File: config.mk
export PLATFORM = sky130hd
export DESIGN_NAME = alu_instr_sequencer_flat
export DESIGN_NICKNAME = d
export VERILOG_FILES = /design/src/rtl/cpu_ctrl_pkg.sv /design/src/rtl/alu_instr_sequencer_if.sv /design/src/rtl/alu_op_decode.sv /design/src/rtl/alu_instr_sequencer.sv /design/src/flat_wrapper.sv
export SDC_FILE = /design/constraint.sdc
export NUM_CORES = 1
export LEC_CHECK = 0
export BUFFER_PORTS_ARGS = -buffer_cell sky130_fd_sc_hd__buf_2
export CORE_MARGIN = 1
export CORE_UTILIZATION = 35
export DETAILED_ROUTE_END_ITERATION = 10
export PLACE_DENSITY = 0.76
export SLEW_MARGIN = 20
export SYNTH_ARGS = -nofsm -noshare
export SYNTH_HDL_FRONTEND = slang
export SYNTH_SLANG_ARGS = --single-unit
File: constraint.sdc
create_clock -name clock -period 1.74 [get_ports clock]
set_clock_uncertainty 0.1 [all_clocks]
set_input_delay 0.087 -clock clock [delete_from_list [all_inputs] [get_ports clock]]
set_output_delay 0.087 -clock clock [all_outputs]
set_load 0.02 [all_outputs]
File: src/rtl/cpu_ctrl_pkg.sv
`default_nettype none
// ============================================================================
//  cpu_ctrl_pkg
//  Opcode/ALU codes, IR field positions and state encoding for the sequencer.
//  Revision: 1.0
// ============================================================================
package cpu_ctrl_pkg;

    localparam int OPCODE_W  = 5;
    localparam int ALUOP_W   = 4;

    localparam int IR_OP_LSB = 27;
    localparam int IR_RA_LSB = 23;
    localparam int IR_RB_LSB = 19;
    localparam int IR_RC_LSB = 15;

    localparam logic [OPCODE_W-1:0] OP_ADD  = 5'd0;
    localparam logic [OPCODE_W-1:0] OP_SUB  = 5'd1;
    localparam logic [OPCODE_W-1:0] OP_AND  = 5'd2;
    localparam logic [OPCODE_W-1:0] OP_OR   = 5'd3;
    localparam logic [OPCODE_W-1:0] OP_SHR  = 5'd4;
    localparam logic [OPCODE_W-1:0] OP_SHRA = 5'd5;
    localparam logic [OPCODE_W-1:0] OP_SHL  = 5'd6;
    localparam logic [OPCODE_W-1:0] OP_ROR  = 5'd7;
    localparam logic [OPCODE_W-1:0] OP_ROL  = 5'd8;
    localparam logic [OPCODE_W-1:0] OP_MUL  = 5'd9;
    localparam logic [OPCODE_W-1:0] OP_DIV  = 5'd10;
    localparam logic [OPCODE_W-1:0] OP_NEG  = 5'd11;
    localparam logic [OPCODE_W-1:0] OP_NOT  = 5'd12;

    // Code 0 selects the PC-increment path used during fetch.
    localparam logic [ALUOP_W-1:0] ALU_PCINC = 4'd0;
    localparam logic [ALUOP_W-1:0] ALU_ADD   = 4'd1;
    localparam logic [ALUOP_W-1:0] ALU_SUB   = 4'd2;
    localparam logic [ALUOP_W-1:0] ALU_AND   = 4'd3;
    localparam logic [ALUOP_W-1:0] ALU_OR    = 4'd4;
    localparam logic [ALUOP_W-1:0] ALU_SHR   = 4'd5;
    localparam logic [ALUOP_W-1:0] ALU_SHRA  = 4'd6;
    localparam logic [ALUOP_W-1:0] ALU_SHL   = 4'd7;
    localparam logic [ALUOP_W-1:0] ALU_ROR   = 4'd8;
    localparam logic [ALUOP_W-1:0] ALU_ROL   = 4'd9;
    localparam logic [ALUOP_W-1:0] ALU_MUL   = 4'd10;
    localparam logic [ALUOP_W-1:0] ALU_DIV   = 4'd11;
    localparam logic [ALUOP_W-1:0] ALU_NEG   = 4'd12;
    localparam logic [ALUOP_W-1:0] ALU_NOT   = 4'd13;

    typedef enum logic [3:0] {
        S_IDLE = 4'd0,
        S_T0   = 4'd1,
        S_T1   = 4'd2,
        S_T2   = 4'd3,
        S_T3   = 4'd4,
        S_T4   = 4'd5,
        S_T4S  = 4'd6,
        S_T5   = 4'd7,
        S_T5M  = 4'd8,
        S_T6M  = 4'd9
    } state_t;

    typedef struct packed {
        logic [ALUOP_W-1:0] alu_op;
        logic               is_unary;
        logic               is_hilo;
        logic               illegal;
    } op_info_t;

endpackage
`default_nettype wire

File: src/rtl/alu_instr_sequencer_if.sv
`default_nettype none
// ============================================================================
//  alu_instr_sequencer_if
//  Instruction handshake inputs and datapath strobe bundle of the sequencer.
//  Revision: 1.0
// ============================================================================
interface alu_instr_sequencer_if #(
    parameter int NUM_REGS = 16
);
    logic                start;
    logic [31:0]         ir_in;
    logic                mem_ready;

    logic                busy;
    logic                done;
    logic                err;
    logic [NUM_REGS-1:0] Rin;
    logic [NUM_REGS-1:0] Rout;
    logic                PCin;
    logic                PCout;
    logic                MARin;
    logic                MDRin;
    logic                MDRout;
    logic                IRin;
    logic                Yin;
    logic                Zlowin;
    logic                Zhighin;
    logic                Zlowout;
    logic                Zhighout;
    logic                HIin;
    logic                LOin;
    logic                IncPC;
    logic                Read;
    logic [3:0]          ALUop;

    modport master (
        output start, ir_in, mem_ready,
        input  busy, done, err, Rin, Rout, PCin, PCout, MARin, MDRin, MDRout,
               IRin, Yin, Zlowin, Zhighin, Zlowout, Zhighout, HIin, LOin,
               IncPC, Read, ALUop
    );

    modport slave (
        input  start, ir_in, mem_ready,
        output busy, done, err, Rin, Rout, PCin, PCout, MARin, MDRin, MDRout,
               IRin, Yin, Zlowin, Zhighin, Zlowout, Zhighout, HIin, LOin,
               IncPC, Read, ALUop
    );
endinterface
`default_nettype wire

File: src/rtl/alu_op_decode.sv
`default_nettype none
// ============================================================================
//  alu_op_decode
//  Combinational opcode classifier: ALU select, unary / HI-LO flags, illegal.
//  Revision: 1.0
// ============================================================================
module alu_op_decode
    import cpu_ctrl_pkg::*;
(
    input  wire logic [OPCODE_W-1:0] opcode_i,
    output op_info_t                 info_o
);
    always_comb begin
        info_o = '{alu_op: ALU_PCINC, is_unary: 1'b0, is_hilo: 1'b0, illegal: 1'b0};
        case (opcode_i)
            OP_ADD:  info_o.alu_op = ALU_ADD;
            OP_SUB:  info_o.alu_op = ALU_SUB;
            OP_AND:  info_o.alu_op = ALU_AND;
            OP_OR:   info_o.alu_op = ALU_OR;
            OP_SHR:  info_o.alu_op = ALU_SHR;
            OP_SHRA: info_o.alu_op = ALU_SHRA;
            OP_SHL:  info_o.alu_op = ALU_SHL;
            OP_ROR:  info_o.alu_op = ALU_ROR;
            OP_ROL:  info_o.alu_op = ALU_ROL;
            OP_MUL: begin
                info_o.alu_op  = ALU_MUL;
                info_o.is_hilo = 1'b1;
            end
            OP_DIV: begin
                info_o.alu_op  = ALU_DIV;
                info_o.is_hilo = 1'b1;
            end
            OP_NEG: begin
                info_o.alu_op   = ALU_NEG;
                info_o.is_unary = 1'b1;
            end
            OP_NOT: begin
                info_o.alu_op   = ALU_NOT;
                info_o.is_unary = 1'b1;
            end
            default: info_o.illegal = 1'b1;
        endcase
    end
endmodule
`default_nettype wire

File: src/rtl/alu_instr_sequencer.sv
`default_nettype none
// ============================================================================
//  alu_instr_sequencer
//  Hardwired fetch/decode/execute control for register-register ALU ops.
//  Revision: 1.0
// ============================================================================
module alu_instr_sequencer
    import cpu_ctrl_pkg::*;
#(
    parameter int NUM_REGS    = 16,
    parameter int REG_IDX_W   = 4,
    parameter int MEM_TIMEOUT = 15
) (
    input  wire logic            clock,
    input  wire logic            clear,
    alu_instr_sequencer_if.slave bus
);
    localparam int               CNT_W       = (MEM_TIMEOUT < 1) ? 1 : $clog2(MEM_TIMEOUT + 1);
    localparam logic [CNT_W-1:0] TIMEOUT_CNT = CNT_W'(MEM_TIMEOUT);

    state_t               state_q;
    logic [CNT_W-1:0]     wait_q;
    logic                 done_q;
    logic                 err_q;

    logic [OPCODE_W-1:0]  opcode;
    logic [REG_IDX_W-1:0] ra;
    logic [REG_IDX_W-1:0] rb;
    logic [REG_IDX_W-1:0] rc;
    op_info_t             info;
    logic [NUM_REGS-1:0]  ra_onehot;
    logic [NUM_REGS-1:0]  rb_onehot;
    logic [NUM_REGS-1:0]  rc_onehot;
    logic                 unused_ir_bits;

    assign opcode         = bus.ir_in[IR_OP_LSB +: OPCODE_W];
    assign ra             = bus.ir_in[IR_RA_LSB +: REG_IDX_W];
    assign rb             = bus.ir_in[IR_RB_LSB +: REG_IDX_W];
    assign rc             = bus.ir_in[IR_RC_LSB +: REG_IDX_W];
    assign unused_ir_bits = ^bus.ir_in[IR_RC_LSB-1:0];

    alu_op_decode u_decode (
        .opcode_i (opcode),
        .info_o   (info)
    );

    // Out-of-range register indices simply match no strobe bit.
    for (genvar gi = 0; gi < NUM_REGS; gi++) begin : g_reg_onehot
        assign ra_onehot[gi] = (int'(ra) == gi);
        assign rb_onehot[gi] = (int'(rb) == gi);
        assign rc_onehot[gi] = (int'(rc) == gi);
    end

    always_ff @(posedge clock) begin
        if (clear) begin
            state_q <= S_IDLE;
            wait_q  <= '0;
            done_q  <= 1'b0;
            err_q   <= 1'b0;
        end else begin
            done_q <= 1'b0;
            err_q  <= 1'b0;
            case (state_q)
                S_IDLE: if (bus.start) state_q <= S_T0;
                S_T0: begin
                    state_q <= S_T1;
                    wait_q  <= '0;
                end
                S_T1: begin
                    // Data arriving on the final allowed cycle still wins.
                    if (bus.mem_ready) begin
                        state_q <= S_T2;
                    end else if (wait_q == TIMEOUT_CNT) begin
                        state_q <= S_IDLE;
                        err_q   <= 1'b1;
                    end else begin
                        wait_q  <= wait_q + CNT_W'(1);
                    end
                end
                S_T2: state_q <= S_T3;
                S_T3: begin
                    if (info.illegal) begin
                        state_q <= S_IDLE;
                        err_q   <= 1'b1;
                    end else if (info.is_unary) begin
                        state_q <= S_T4S;
                    end else begin
                        state_q <= S_T4;
                    end
                end
                S_T4:  state_q <= info.is_hilo ? S_T5M : S_T5;
                S_T5M: state_q <= S_T6M;
                S_T5, S_T4S, S_T6M: begin
                    state_q <= S_IDLE;
                    done_q  <= 1'b1;
                end
                default: state_q <= S_IDLE;
            endcase
        end
    end

    assign bus.busy = (state_q != S_IDLE);
    assign bus.done = done_q;
    assign bus.err  = err_q;

    always_comb begin
        bus.Rin      = '0;
        bus.Rout     = '0;
        bus.PCin     = 1'b0;
        bus.PCout    = 1'b0;
        bus.MARin    = 1'b0;
        bus.MDRin    = 1'b0;
        bus.MDRout   = 1'b0;
        bus.IRin     = 1'b0;
        bus.Yin      = 1'b0;
        bus.Zlowin   = 1'b0;
        bus.Zhighin  = 1'b0;
        bus.Zlowout  = 1'b0;
        bus.Zhighout = 1'b0;
        bus.HIin     = 1'b0;
        bus.LOin     = 1'b0;
        bus.IncPC    = 1'b0;
        bus.Read     = 1'b0;
        bus.ALUop    = ALU_PCINC;
        case (state_q)
            S_T0: begin
                bus.PCout  = 1'b1;
                bus.MARin  = 1'b1;
                bus.IncPC  = 1'b1;
                bus.Zlowin = 1'b1;
            end
            S_T1: begin
                bus.Zlowout = 1'b1;
                bus.PCin    = 1'b1;
                bus.Read    = 1'b1;
                bus.MDRin   = 1'b1;
            end
            S_T2: begin
                bus.MDRout = 1'b1;
                bus.IRin   = 1'b1;
            end
            S_T3: begin
                if (!info.illegal) begin
                    bus.Rout = rb_onehot;
                    if (info.is_unary) begin
                        bus.ALUop  = info.alu_op;
                        bus.Zlowin = 1'b1;
                    end else begin
                        bus.Yin    = 1'b1;
                    end
                end
            end
            S_T4: begin
                bus.Rout    = rc_onehot;
                bus.ALUop   = info.alu_op;
                bus.Zlowin  = 1'b1;
                bus.Zhighin = info.is_hilo;
            end
            S_T5, S_T4S: begin
                bus.Zlowout = 1'b1;
                bus.Rin     = ra_onehot;
            end
            S_T5M: begin
                bus.Zlowout = 1'b1;
                bus.LOin    = 1'b1;
            end
            S_T6M: begin
                bus.Zhighout = 1'b1;
                bus.HIin     = 1'b1;
            end
            default: ;
        endcase
    end
endmodule
`default_nettype wire

File: src/flat_wrapper.sv
// flat-port wrapper written by rule: the top's interface ports become plain ports
module alu_instr_sequencer_flat import cpu_ctrl_pkg::*;
#(
    parameter int NUM_REGS    = 16,
    parameter int REG_IDX_W   = 4,
    parameter int MEM_TIMEOUT = 15
)
  (clock, clear, bus_start, bus_ir_in, bus_mem_ready, bus_busy, bus_done, bus_err, bus_Rin, bus_Rout, bus_PCin, bus_PCout, bus_MARin, bus_MDRin, bus_MDRout, bus_IRin, bus_Yin, bus_Zlowin, bus_Zhighin, bus_Zlowout, bus_Zhighout, bus_HIin, bus_LOin, bus_IncPC, bus_Read, bus_ALUop);
  alu_instr_sequencer_if #(.NUM_REGS(NUM_REGS)) bus_i ();
  input  wire logic clock;
  input  wire logic clear;
  input wire logic [$bits(bus_i.start)-1:0] bus_start;
  input wire logic [$bits(bus_i.ir_in)-1:0] bus_ir_in;
  input wire logic [$bits(bus_i.mem_ready)-1:0] bus_mem_ready;
  output wire logic [$bits(bus_i.busy)-1:0] bus_busy;
  output wire logic [$bits(bus_i.done)-1:0] bus_done;
  output wire logic [$bits(bus_i.err)-1:0] bus_err;
  output wire logic [$bits(bus_i.Rin)-1:0] bus_Rin;
  output wire logic [$bits(bus_i.Rout)-1:0] bus_Rout;
  output wire logic [$bits(bus_i.PCin)-1:0] bus_PCin;
  output wire logic [$bits(bus_i.PCout)-1:0] bus_PCout;
  output wire logic [$bits(bus_i.MARin)-1:0] bus_MARin;
  output wire logic [$bits(bus_i.MDRin)-1:0] bus_MDRin;
  output wire logic [$bits(bus_i.MDRout)-1:0] bus_MDRout;
  output wire logic [$bits(bus_i.IRin)-1:0] bus_IRin;
  output wire logic [$bits(bus_i.Yin)-1:0] bus_Yin;
  output wire logic [$bits(bus_i.Zlowin)-1:0] bus_Zlowin;
  output wire logic [$bits(bus_i.Zhighin)-1:0] bus_Zhighin;
  output wire logic [$bits(bus_i.Zlowout)-1:0] bus_Zlowout;
  output wire logic [$bits(bus_i.Zhighout)-1:0] bus_Zhighout;
  output wire logic [$bits(bus_i.HIin)-1:0] bus_HIin;
  output wire logic [$bits(bus_i.LOin)-1:0] bus_LOin;
  output wire logic [$bits(bus_i.IncPC)-1:0] bus_IncPC;
  output wire logic [$bits(bus_i.Read)-1:0] bus_Read;
  output wire logic [$bits(bus_i.ALUop)-1:0] bus_ALUop;
  assign bus_i.start = bus_start;
  assign bus_i.ir_in = bus_ir_in;
  assign bus_i.mem_ready = bus_mem_ready;
  assign bus_busy = bus_i.busy;
  assign bus_done = bus_i.done;
  assign bus_err = bus_i.err;
  assign bus_Rin = bus_i.Rin;
  assign bus_Rout = bus_i.Rout;
  assign bus_PCin = bus_i.PCin;
  assign bus_PCout = bus_i.PCout;
  assign bus_MARin = bus_i.MARin;
  assign bus_MDRin = bus_i.MDRin;
  assign bus_MDRout = bus_i.MDRout;
  assign bus_IRin = bus_i.IRin;
  assign bus_Yin = bus_i.Yin;
  assign bus_Zlowin = bus_i.Zlowin;
  assign bus_Zhighin = bus_i.Zhighin;
  assign bus_Zlowout = bus_i.Zlowout;
  assign bus_Zhighout = bus_i.Zhighout;
  assign bus_HIin = bus_i.HIin;
  assign bus_LOin = bus_i.LOin;
  assign bus_IncPC = bus_i.IncPC;
  assign bus_Read = bus_i.Read;
  assign bus_ALUop = bus_i.ALUop;
  alu_instr_sequencer #(.NUM_REGS(NUM_REGS), .REG_IDX_W(REG_IDX_W), .MEM_TIMEOUT(MEM_TIMEOUT)) u_core (.clock(clock), .clear(clear), .bus(bus_i));
endmodule
==> results of run 1 <==
==> worst register-to-register path: stages (launching register included) <==
cell	delay, ns
dfxtp_2	0.32
or4b_4	0.57
buf_4	0.16
buf_6	0.12
a211oi_2	0.14
buf_4	0.14
buf_4	0.09
nor3_1	0.05
nor3_1	0.18
==> cells by family (layout without fill, tap and decap cells) <==
group	after synthesis	in the layout	share of synthesized area
and+or+nand+nor	90	90	0.421
AOI/OAI and AO/OA	42	42	0.255
buffers and inverters	21	116	0.0914
DFF	10	10	0.178
xor gates and xnor gates	3	3	0.0234
muxes	2	2	0.0190
adders and majority gates	1	1	0.0111
==> stage by stage <==
step	hold slack (ns)	cell area [sq um]	setup TNS, ns	cells
6_report	0.0221	2370	-13.33	308
5_1_grt	0.0287	2370	-16.61	308
4_1_cts	0.00616	2190	-10.77	304
3_5_place_dp	0.294	1830	-3.76	291
3_3_place_gp	0.289	1830	-3.07	291
2_1_floorplan	0.125	1340	-2.98	169
==> layer usage <==
metal	vias to the layer above	track usage	wire length (microns)
li1	814	-	-
met1	817	0.275	1890
met2	87	0.452	2500
met3	12	0.0505	330
met4	0	0.0544	131
met5	-	0	0
==> cells in the mapped netlist, types with 2 or more instances <==
cell type,n
buf_4,6
o21ai_0,5
nand2_1,12
inv_1,5
clkbuf_1,8
nand3b_1,4
and3_1,3
a211oi_1,4
or2_2,3
a21oi_1,6
nor4_1,3
nor3b_1,2
dfxtp_1,10
nand2b_1,9
nor3_1,12
nor2_1,27
a31oi_1,4
or3_1,2
nand3_1,7
nor4b_1,2
xnor2_1,2
o22ai_1,16
==> final cells by class <==
class / instances / share of cell area
clock buffer: 4 / 0.0153
inverter: 5 / 0.0100
multi-input combinational: 138 / 0.507
sequential: 10 / 0.0862
tap: 44 / 0.0233
timing repair buffer: 107 / 0.358
==> repair_timing <==
action	in CTS	in global routing
buffers inserted	9	5
hold buffers	0	0
resized for setup	75	42
setup endpoints to repair	37	54
pin swaps	16	9
==> report_power, final <==
| part | switching [mW] | total, mW | internal, mW |
|---|---|---|---|
| Combinational | 0.370 | 0.629 | 0.258 |
| Clock | 0.0802 | 0.207 | 0.127 |
| Sequential | 0.0118 | 0.259 | 0.247 |
| Total | 0.462 | 1.09 | 0.632 |
==> worst min path at each step <==
stage                             start                              to  slack (ns)
after floorplan           bus_ir_in[23]                      bus_Rin[0]        0.12
after global placement            clear  u_core.state_q[2]$_SDFFE_PP0P_        0.29
after detailed placement          clear       u_core.bus.err$_SDFF_PP0_        0.29
after CTS                         clear  u_core.state_q[2]$_SDFFE_PP0P_       0.006
after global routing              clear  u_core.state_q[2]$_SDFFE_PP0P_        0.03
final                             clear  u_core.state_q[2]$_SDFFE_PP0P_        0.02
==> registers in the layout, indices dropped and copies added (netlist names) <==
signal           count
u_core.wait_q        4
u_core.bus.done      1
u_core.state_q       4
u_core.bus.err       1
==> flow_summary.yaml, run 1 <==
timing:
  finalSetupViolCount: 47
  worst_slack_ns: -0.633
  final.period_utilization: 1.36
  finalCriticalPeriod_ns: 2.37
  final_max_slew_viol_count: 0
  grt_setup_unrepaired: "true"
  slew-limit-headroom: 0.709
  max_slew.worst_pin.slew_ns: 0.436
  maxClockFrequency_mhz: 421
  timing.final.hold_violations: 0
grt:
  grt_overflow_total: 0
  first_global_vias: 1475
  number_of_antenna_violations_at_the_first_check_in_global_routing: 0
  globalRouteTotalUtil: 0.240
  grt_start_max_net_pins: 13
  wire_length_of_the_first_global_routing_pass_mm: 6.46
drt:
  finalWirelength_mm: 4.84
  dr.pass1.iters: 5
  drtAntennaViolNets: 0
  drt_via_density: 5.62
  vias: 1730
  drc: 0
  wl_per_cell_microns: 15.7
  drtIter0Drc: 103
cells_and_area:
  most-common-layout-cells: "buf_4 (37), buf_2 (35), buf_6 (35)"
  fillers: 195
  areaGrowthSynthToFinish_pct: 111
  post_route_cells_drive_above_1_share: 0.636
  mostFrequentLayoutCell: "buf_4"
  postLayoutCoreUtil: 0.775
  nNetsFinal: 302
  combined_area_of_the_multi_input_logic_cells_sq_mm: 0.00120
  regArea_sq_um: 204
  insertedDiodeCount: 0
synth:
  portion_of_the_post_synthesis_area_used_by_sequential_elements: 0.178
  synth_top_area_cell: "dfxtp_1"
  synth.cell_area_sq_mm: 0.00112
  synth_cell_type_count: 39
  post_synth_edffs: 0
  postSynth.asyncResetShare: 0
  synth_fp_nets: 206
  ys.warnings.count: 0
  ys_top_cells_by_area: "dfxtp_1 (18%), nor2_1 (9.0%), o22ai_1 (8.9%)"
  syn-mean-instance-area_sq_um: 6.64
  ys_ff_latch: 10
  post-synth-top-area-fraction: 0.178
  dominantRegCellSynth: "dfxtp_1"
  synth_cells: 169
clock_network:
  cts_sinks: 10
  tritoncts_clock_tree: "built"
  ctsHtreeMaxLevel: 1
  cts_made_buffers: 3
  clk_pin_slew_worst_paths_ns: 0.07
  clockBufferDepth: 2
  clock_insertion_delay_worst_skew_ns: 0.27
  root_buffer: "clkbuf_4"
floorplan:
  die_h_microns: 58.6
  x_dimension_of_the_die_microns: 58.6
  floorplan.die_area_sq_mm: 0.00344
  core.rowCount: 20
  ioPinCount: 90
  initial_core_utilization: 0.368
  area_of_the_core_region_sq_mm: 0.00305
worst_setup_path:
  end_kind: "output pin"
  cp.buffers_inverters: 1
  critical_path_required_ns: 1.55
  rrSetupSlack_ns: -0.20
  critical_path.reg2reg.startpoint: "u_core.state_q[0]$_SDFFE_PP0P_"
  reg2reg_to: "u_core.state_q[0]$_SDFFE_PP0P_"
  critical_path_type: "reg -> out"
  timing.critical_path.arrival_ns: 2.19
  critical_path_cell_count: 5
  worst-r2r-cell-count: 8
  timing.critical_path.max_delay_family: "simple AND/OR/NAND/NOR gates"
  critical_path_start_type: "flip-flop"
  worstPathCellList: "or4b_4 > a311oi_4 > or3b_4 > o22ai_4 > buf_6"
  endpoint: "bus_Rout[12]"
  cp-startpoint: "u_core.state_q[0]$_SDFFE_PP0P_"
  worst_path_max_delay_cell: "or4b_4"
  crit_fanout: 4
  critical-path-max-stage-delay_ns: 0.57
worst_hold_path:
  whs_path_depth: 2
  min_path_type: "in -> reg"
outcome:
  failed_checks: "setup timing"
  status: "finished, violations left"
place:
  post-place-ws_ns: -0.296
  dpl.hpwl_mm: 2.82
  io_buffer_count: 74
  globalplace.congestion: 0.818
power:
  vdd_drop_max_v: 0.000659
  totalPowerFinal_mw: 1.09
  power.density_mw_per_mm2: 462
  p_leak_nw: 0.949
flow_run:
  cap_violations: 0
Power figures use the tool's default switching activity.
==> run 2: changes to the inputs <==
CORE_UTILIZATION = 39   (was 35)
GPL_TIMING_DRIVEN = 0   (was default)
PLACE_DENSITY = 0.8   (was 0.76)
SKIP_CTS_REPAIR_TIMING = 1   (was default)
clock period = 2.2 ns   (was 1.74 ns; I/O delays follow)
==> run 2 against run 1 <==
Global-route usage down 2.8 points. Critical endpoint is now bus_Rout[8]. Utilization down 13 points. Highest routed layer unchanged. The flow still finishes with violations (setup timing). Combinational power down 41%.
==> flow_summary.yaml, run 2 (same netlist as run 1, synthesis figures left out) <==
cells_and_area:
  areaGrowthSynthToFinish_pct: 56.1
  most-common-layout-cells: "buf_2 (55), nor2_1 (27), buf_4 (16)"
  post_route_cells_drive_above_1_share: 0.437
  largest_registers: "u_core.state_q: 4 flops, u_core.wait_q: 4 flops"
  nNetsFinal: 285
  mostFrequentLayoutCell: "buf_2"
  insertedDiodeCount: 0
  postLayoutCoreUtil: 0.641
grt:
  global_route.peak_usage_layer: "met2"
  number_of_antenna_violations_at_the_first_check_in_global_routing: 0
  grt.met3_usage: 0.0512
  grt_start_max_net_pins: 11
  wire_length_of_the_first_global_routing_pass_mm: 5.47
  globalRouteTotalUtil: 0.212
  met2_track_utilization_from_global_routing: 0.372
  grt_overflow_total: 0
  grt.met1_usage: 0.268
  first_global_vias: 1303
worst_hold_path:
  min_path_type: "in -> reg"
worst_setup_path:
  critical_path_type: "reg -> out"
  worst_path_max_delay_cell: "or4b_4"
  timing.critical_path.max_delay_family: "simple AND/OR/NAND/NOR gates"
  crit_fanout: 4
  critical_path_required_ns: 1.99
  cp.buffers_inverters: 1
  critical_path_start_type: "flip-flop"
  end_kind: "output pin"
  worstPathCellList: "or4b_4 > a311oi_4 > or3b_4 > o22ai_2 > buf_6"
  timing.critical_path.arrival_ns: 2.15
  critical-path-max-stage-delay_ns: 0.57
power:
  power.density_mw_per_mm2: 421
  comb_power_share: 0.503
  sequentialPowerShare: 0.275
  p_clk_frac: 0.223
  p_leak_nw: 0.806
  power.internal_mw: 0.435
  vdd_drop_max_v: 0.000552
  p_sw_mw: 0.303
  power_switching_share: 0.411
floorplan:
  die_h_microns: 55.6
  area_of_the_core_region_sq_mm: 0.00273
  core.rowCount: 19
  initial_core_utilization: 0.411
  floorplan.die_area_sq_mm: 0.00310
  x_dimension_of_the_die_microns: 55.6
  ioPinCount: 90
timing:
  final.setup.tns_ns: -1.33
  maxClockFrequency_mhz: 423
  final.period_utilization: 1.07
  worst_slack_ns: -0.164
  timing.hold.ws_ns: 0.103
  timing.final.hold_violations: 0
  max_slew.worst_pin.slew_ns: 0.679
  finalSetupViolCount: 15
  grt_setup_unrepaired: "true"
  finalCriticalPeriod_ns: 2.36
  slew-limit-headroom: 0.546
  final_max_slew_viol_count: 0
drt:
  wl_per_cell_microns: 13.2
  vias: 1555
  finalWirelength_mm: 3.68
  drt_via_density: 5.59
  drtIter0Drc: 66
  drtAntennaViolNets: 0
  dr.pass1.iters: 4
  drc: 0
clock_network:
  cts_made_buffers: 3
  tritoncts_clock_tree: "built"
  clock_insertion_delay_worst_skew_ns: 0.26
  clk_pin_slew_worst_paths_ns: 0.07
  clockBufferDepth: 2
  ctsHtreeMaxLevel: 1
  cts_sinks: 10
  root_buffer: "clkbuf_4"
place:
  io_buffer_count: 70
  dpl.hpwl_mm: 2.49
  globalplace.congestion: 0.930
  post-place-ws_ns: -0.0240
outcome:
  status: "finished, violations left"
  failed_checks: "setup timing"
flow_run:
  cap_violations: 0
run 2: worst paths after layout:
path / startpoint / cells after the start / to / slack, ns
hold / removal: clear / 2 / u_core.bus.done$_SDFF_PP0_ / 0.10
hold reg to reg: u_core.wait_q[1]$_SDFFE_PP0P_ / 2 / u_core.wait_q[1]$_SDFFE_PP0P_ / 0.38
setup / recovery: u_core.state_q[1]$_SDFFE_PP0P_ / 5 / bus_Rout[8] / -0.16
setup reg to reg: u_core.state_q[2]$_SDFFE_PP0P_ / 5 / u_core.wait_q[0]$_SDFFE_PP0P_ / 0.19
run 2: stage by stage:
stage	std cells	instance area, sq um	power [mW]
floorplan	169	1130	0.454
global placement	270	1520	0.555
detailed placement	270	1520	0.559
CTS	274	1550	0.725
global route	278	1750	0.789
finish	278	1750	0.738
run 2: worst register-to-register path, cell delays in order, from the launching register on:
cell,delay [ns]
dfxtp_1,0.32
clkbuf_2,0.19
or4b_1,0.62
nor3_1,0.42
nor2_1,0.08
a211oi_1,0.20
run 2: cell type report:
cell class	count	area, sq um
clock buffer	4	36.3
tap	31	38.8
buffer	16	85.1
multi-input combinational	138	913
inverter	5	18.8
timing repair buffer	74	458
fill	250	982
sequential	10	201
run 2: power groups by stage:
| stage | sequential (mW) | clock (mW) | combinational [mW] |
|---|---|---|---|
| after CTS | 0.202 | 0.168 | 0.355 |
| after global placement | 0.206 | 0 | 0.349 |
| after detailed placement | 0.206 | 0 | 0.353 |
| after global routing | 0.205 | 0.183 | 0.401 |
| after floorplan | 0.205 | 0 | 0.250 |
| final | 0.203 | 0.164 | 0.371 |
run 2: routing by layer:
layer / share of wire / vias to the layer above
met1: 0.42 / 709
met3: 0.063 / 4
met2: 0.51 / 62
li1: - / 780
met4: 0.0098 / 0
met5: 0 / -
==> run 3: changes to the inputs <==
CORE_UTILIZATION = 35   (was 39)
PLACE_DENSITY = 0.76   (was 0.8)
clock period = 1.9 ns   (was 2.2 ns; I/O delays follow)
==> run 3 against run 2 <==
The run still ends with setup timing left. Sequential power up 16%. Highest routed layer unchanged. Largest cell class unchanged. Flip-flop and latch count unchanged. Clock power increased by 20%. Final cell count grew 5.4%.
==> flow_summary.yaml, run 3 (same netlist as run 1, synthesis figures left out) <==
cells_and_area:
  combined_area_of_the_multi_input_logic_cells_sq_um: 961
  fin_area_sq_mm: 0.00182
  largest_registers: "u_core.state_q: 4 flops, u_core.wait_q: 4 flops"
  postLayoutCoreUtil: 0.597
  most-common-layout-cells: "buf_2 (57), nor2_1 (25), buf_4 (19)"
  fillers: 303
  mostFrequentLayoutCell: "buf_2"
  post_route_cells_drive_above_1_share: 0.470
  insertedDiodeCount: 0
  nNetsFinal: 287
  areaGrowthSynthToFinish_pct: 62.3
  regArea_sq_um: 201
clock_network:
  cts_sinks: 10
  clock_insertion_delay_worst_skew_ns: 0.27
  cts_made_buffers: 3
  ctsHtreeMaxLevel: 1
  root_buffer: "clkbuf_4"
  clk_pin_slew_worst_paths_ns: 0.07
  tritoncts_clock_tree: "built"
  clockBufferDepth: 2
power:
  power_switching_share: 0.412
  p_leak_nw: 0.825
  power.density_mw_per_mm2: 501
  comb_power_share: 0.527
  p_clk_frac: 0.214
  p_sw_mw: 0.376
  power.internal_mw: 0.537
  vdd_drop_max_v: 0.000485
  sequentialPowerShare: 0.258
worst_hold_path:
  timing.hold.worst_endpoint: "u_core.state_q[2]$_SDFFE_PP0P_"
  hold_start: "clear"
  min_path_type: "in -> reg"
  whs_path_depth: 2
outcome:
  failed_checks: "setup timing"
  status: "finished, violations left"
grt:
  number_of_antenna_violations_at_the_first_check_in_global_routing: 0
  globalRouteTotalUtil: 0.185
  grt_start_max_net_pins: 11
  wire_length_of_the_first_global_routing_pass_mm: 4.99
  grt.met3_usage: 0.0462
  grt.met1_usage: 0.233
  first_global_vias: 1199
  grt_overflow_total: 0
  met2_track_utilization_from_global_routing: 0.315
  global_route.peak_usage_layer: "met2"
floorplan:
  area_of_the_core_region_sq_mm: 0.00305
  die_h_microns: 58.6
  core.rowCount: 20
  ioPinCount: 90
  initial_core_utilization: 0.368
  floorplan.die_area_sq_mm: 0.00344
  x_dimension_of_the_die_microns: 58.6
timing:
  final_max_slew_viol_count: 0
  finalSetupViolCount: 44
  final.period_utilization: 1.30
  slew-limit-headroom: 0.619
  finalCriticalPeriod_ns: 2.48
  maxClockFrequency_mhz: 404
  final.setup.tns_ns: -10.07
  grt_setup_unrepaired: "true"
  max_slew.worst_pin.slew_ns: 0.572
  timing.final.hold_violations: 0
  worst_slack_ns: -0.576
place:
  dpl.hpwl_mm: 2.52
  globalplace.congestion: 0.854
  post-place-ws_ns: -0.267
  placedInstanceArea_sq_mm: 0.00155
  io_buffer_count: 70
drt:
  drt_via_density: 5.35
  vias: 1568
  finalWirelength_mm: 3.62
  wl_per_cell_microns: 12.4
  drc: 0
  drtAntennaViolNets: 0
  dr.pass1.iters: 4
  drtIter0Drc: 109
worst_setup_path:
  worst-r2r-cell-count: 5
  critical_path_start_type: "flip-flop"
  reg2reg_to: "u_core.wait_q[3]$_SDFFE_PP0P_"
  end_kind: "output pin"
  crit_fanout: 5
  critical_path.reg2reg.startpoint: "u_core.state_q[2]$_SDFFE_PP0P_"
  critical_path_type: "reg -> out"
  critical_path_required_ns: 1.70
  timing.critical_path.arrival_ns: 2.28
  rrSetupSlack_ns: -0.12
flow_run:
  cap_violations: 0
## run 3: metal layers
layer  routed length, microns  share of wire
met3                      211          0.058
met1                     1600           0.44
met2                     1780           0.49
met5                        0              0
met4                       30         0.0083
## run 3: power groups by stage
stage | clock network (mW) | logic (mW) | registers, mW
6_report | 0.196 | 0.481 | 0.236
5_1_grt | 0.220 | 0.522 | 0.237
4_1_cts | 0.204 | 0.408 | 0.234
3_5_place_dp | 0 | 0.407 | 0.239
3_3_place_gp | 0 | 0.404 | 0.238
2_1_floorplan | 0 | 0.291 | 0.237
## run 3: layout make-up
type                       count  area share
multi-input combinational    138       0.527
timing repair buffer          76       0.254
sequential                    10       0.111
buffer                        16      0.0474
tap                           44      0.0302
clock buffer                   4      0.0199
inverter                       5      0.0103
## run 3: how the worst max path moves through the flow
stage,from,endpoint,slack (ns),cells after the start
floorplan,u_core.state_q[0]$_SDFFE_PP0P_,bus_Rout[12],-0.25,4
global placement,u_core.state_q[0]$_SDFFE_PP0P_,bus_Rout[8],-0.24,5
detailed placement,u_core.state_q[0]$_SDFFE_PP0P_,bus_Rout[12],-0.27,5
CTS,u_core.state_q[0]$_SDFFE_PP0P_,bus_Rout[12],-0.58,5
global route,u_core.state_q[1]$_SDFFE_PP0P_,bus_Rout[12],-0.65,5
finish,u_core.state_q[1]$_SDFFE_PP0P_,bus_Rout[12],-0.58,5
## run 3: critical path, stage by stage, from the launching register on
cell and delay, ns:
dfxtp_2 0.33, or4b_4 0.58, a311oi_4 0.35, or3b_4 0.48, o22ai_2 0.13, buf_6 0.14
## run 3: per-stage QoR
step | cells | total power, mW | hold slack, ns
floorplan | 169 | 0.527 | 0.173
CTS | 287 | 0.846 | 0.0916
global route | 293 | 0.978 | 0.0970
global placement | 283 | 0.642 | 0.367
detailed placement | 283 | 0.646 | 0.382
finish | 293 | 0.914 | 0.0941
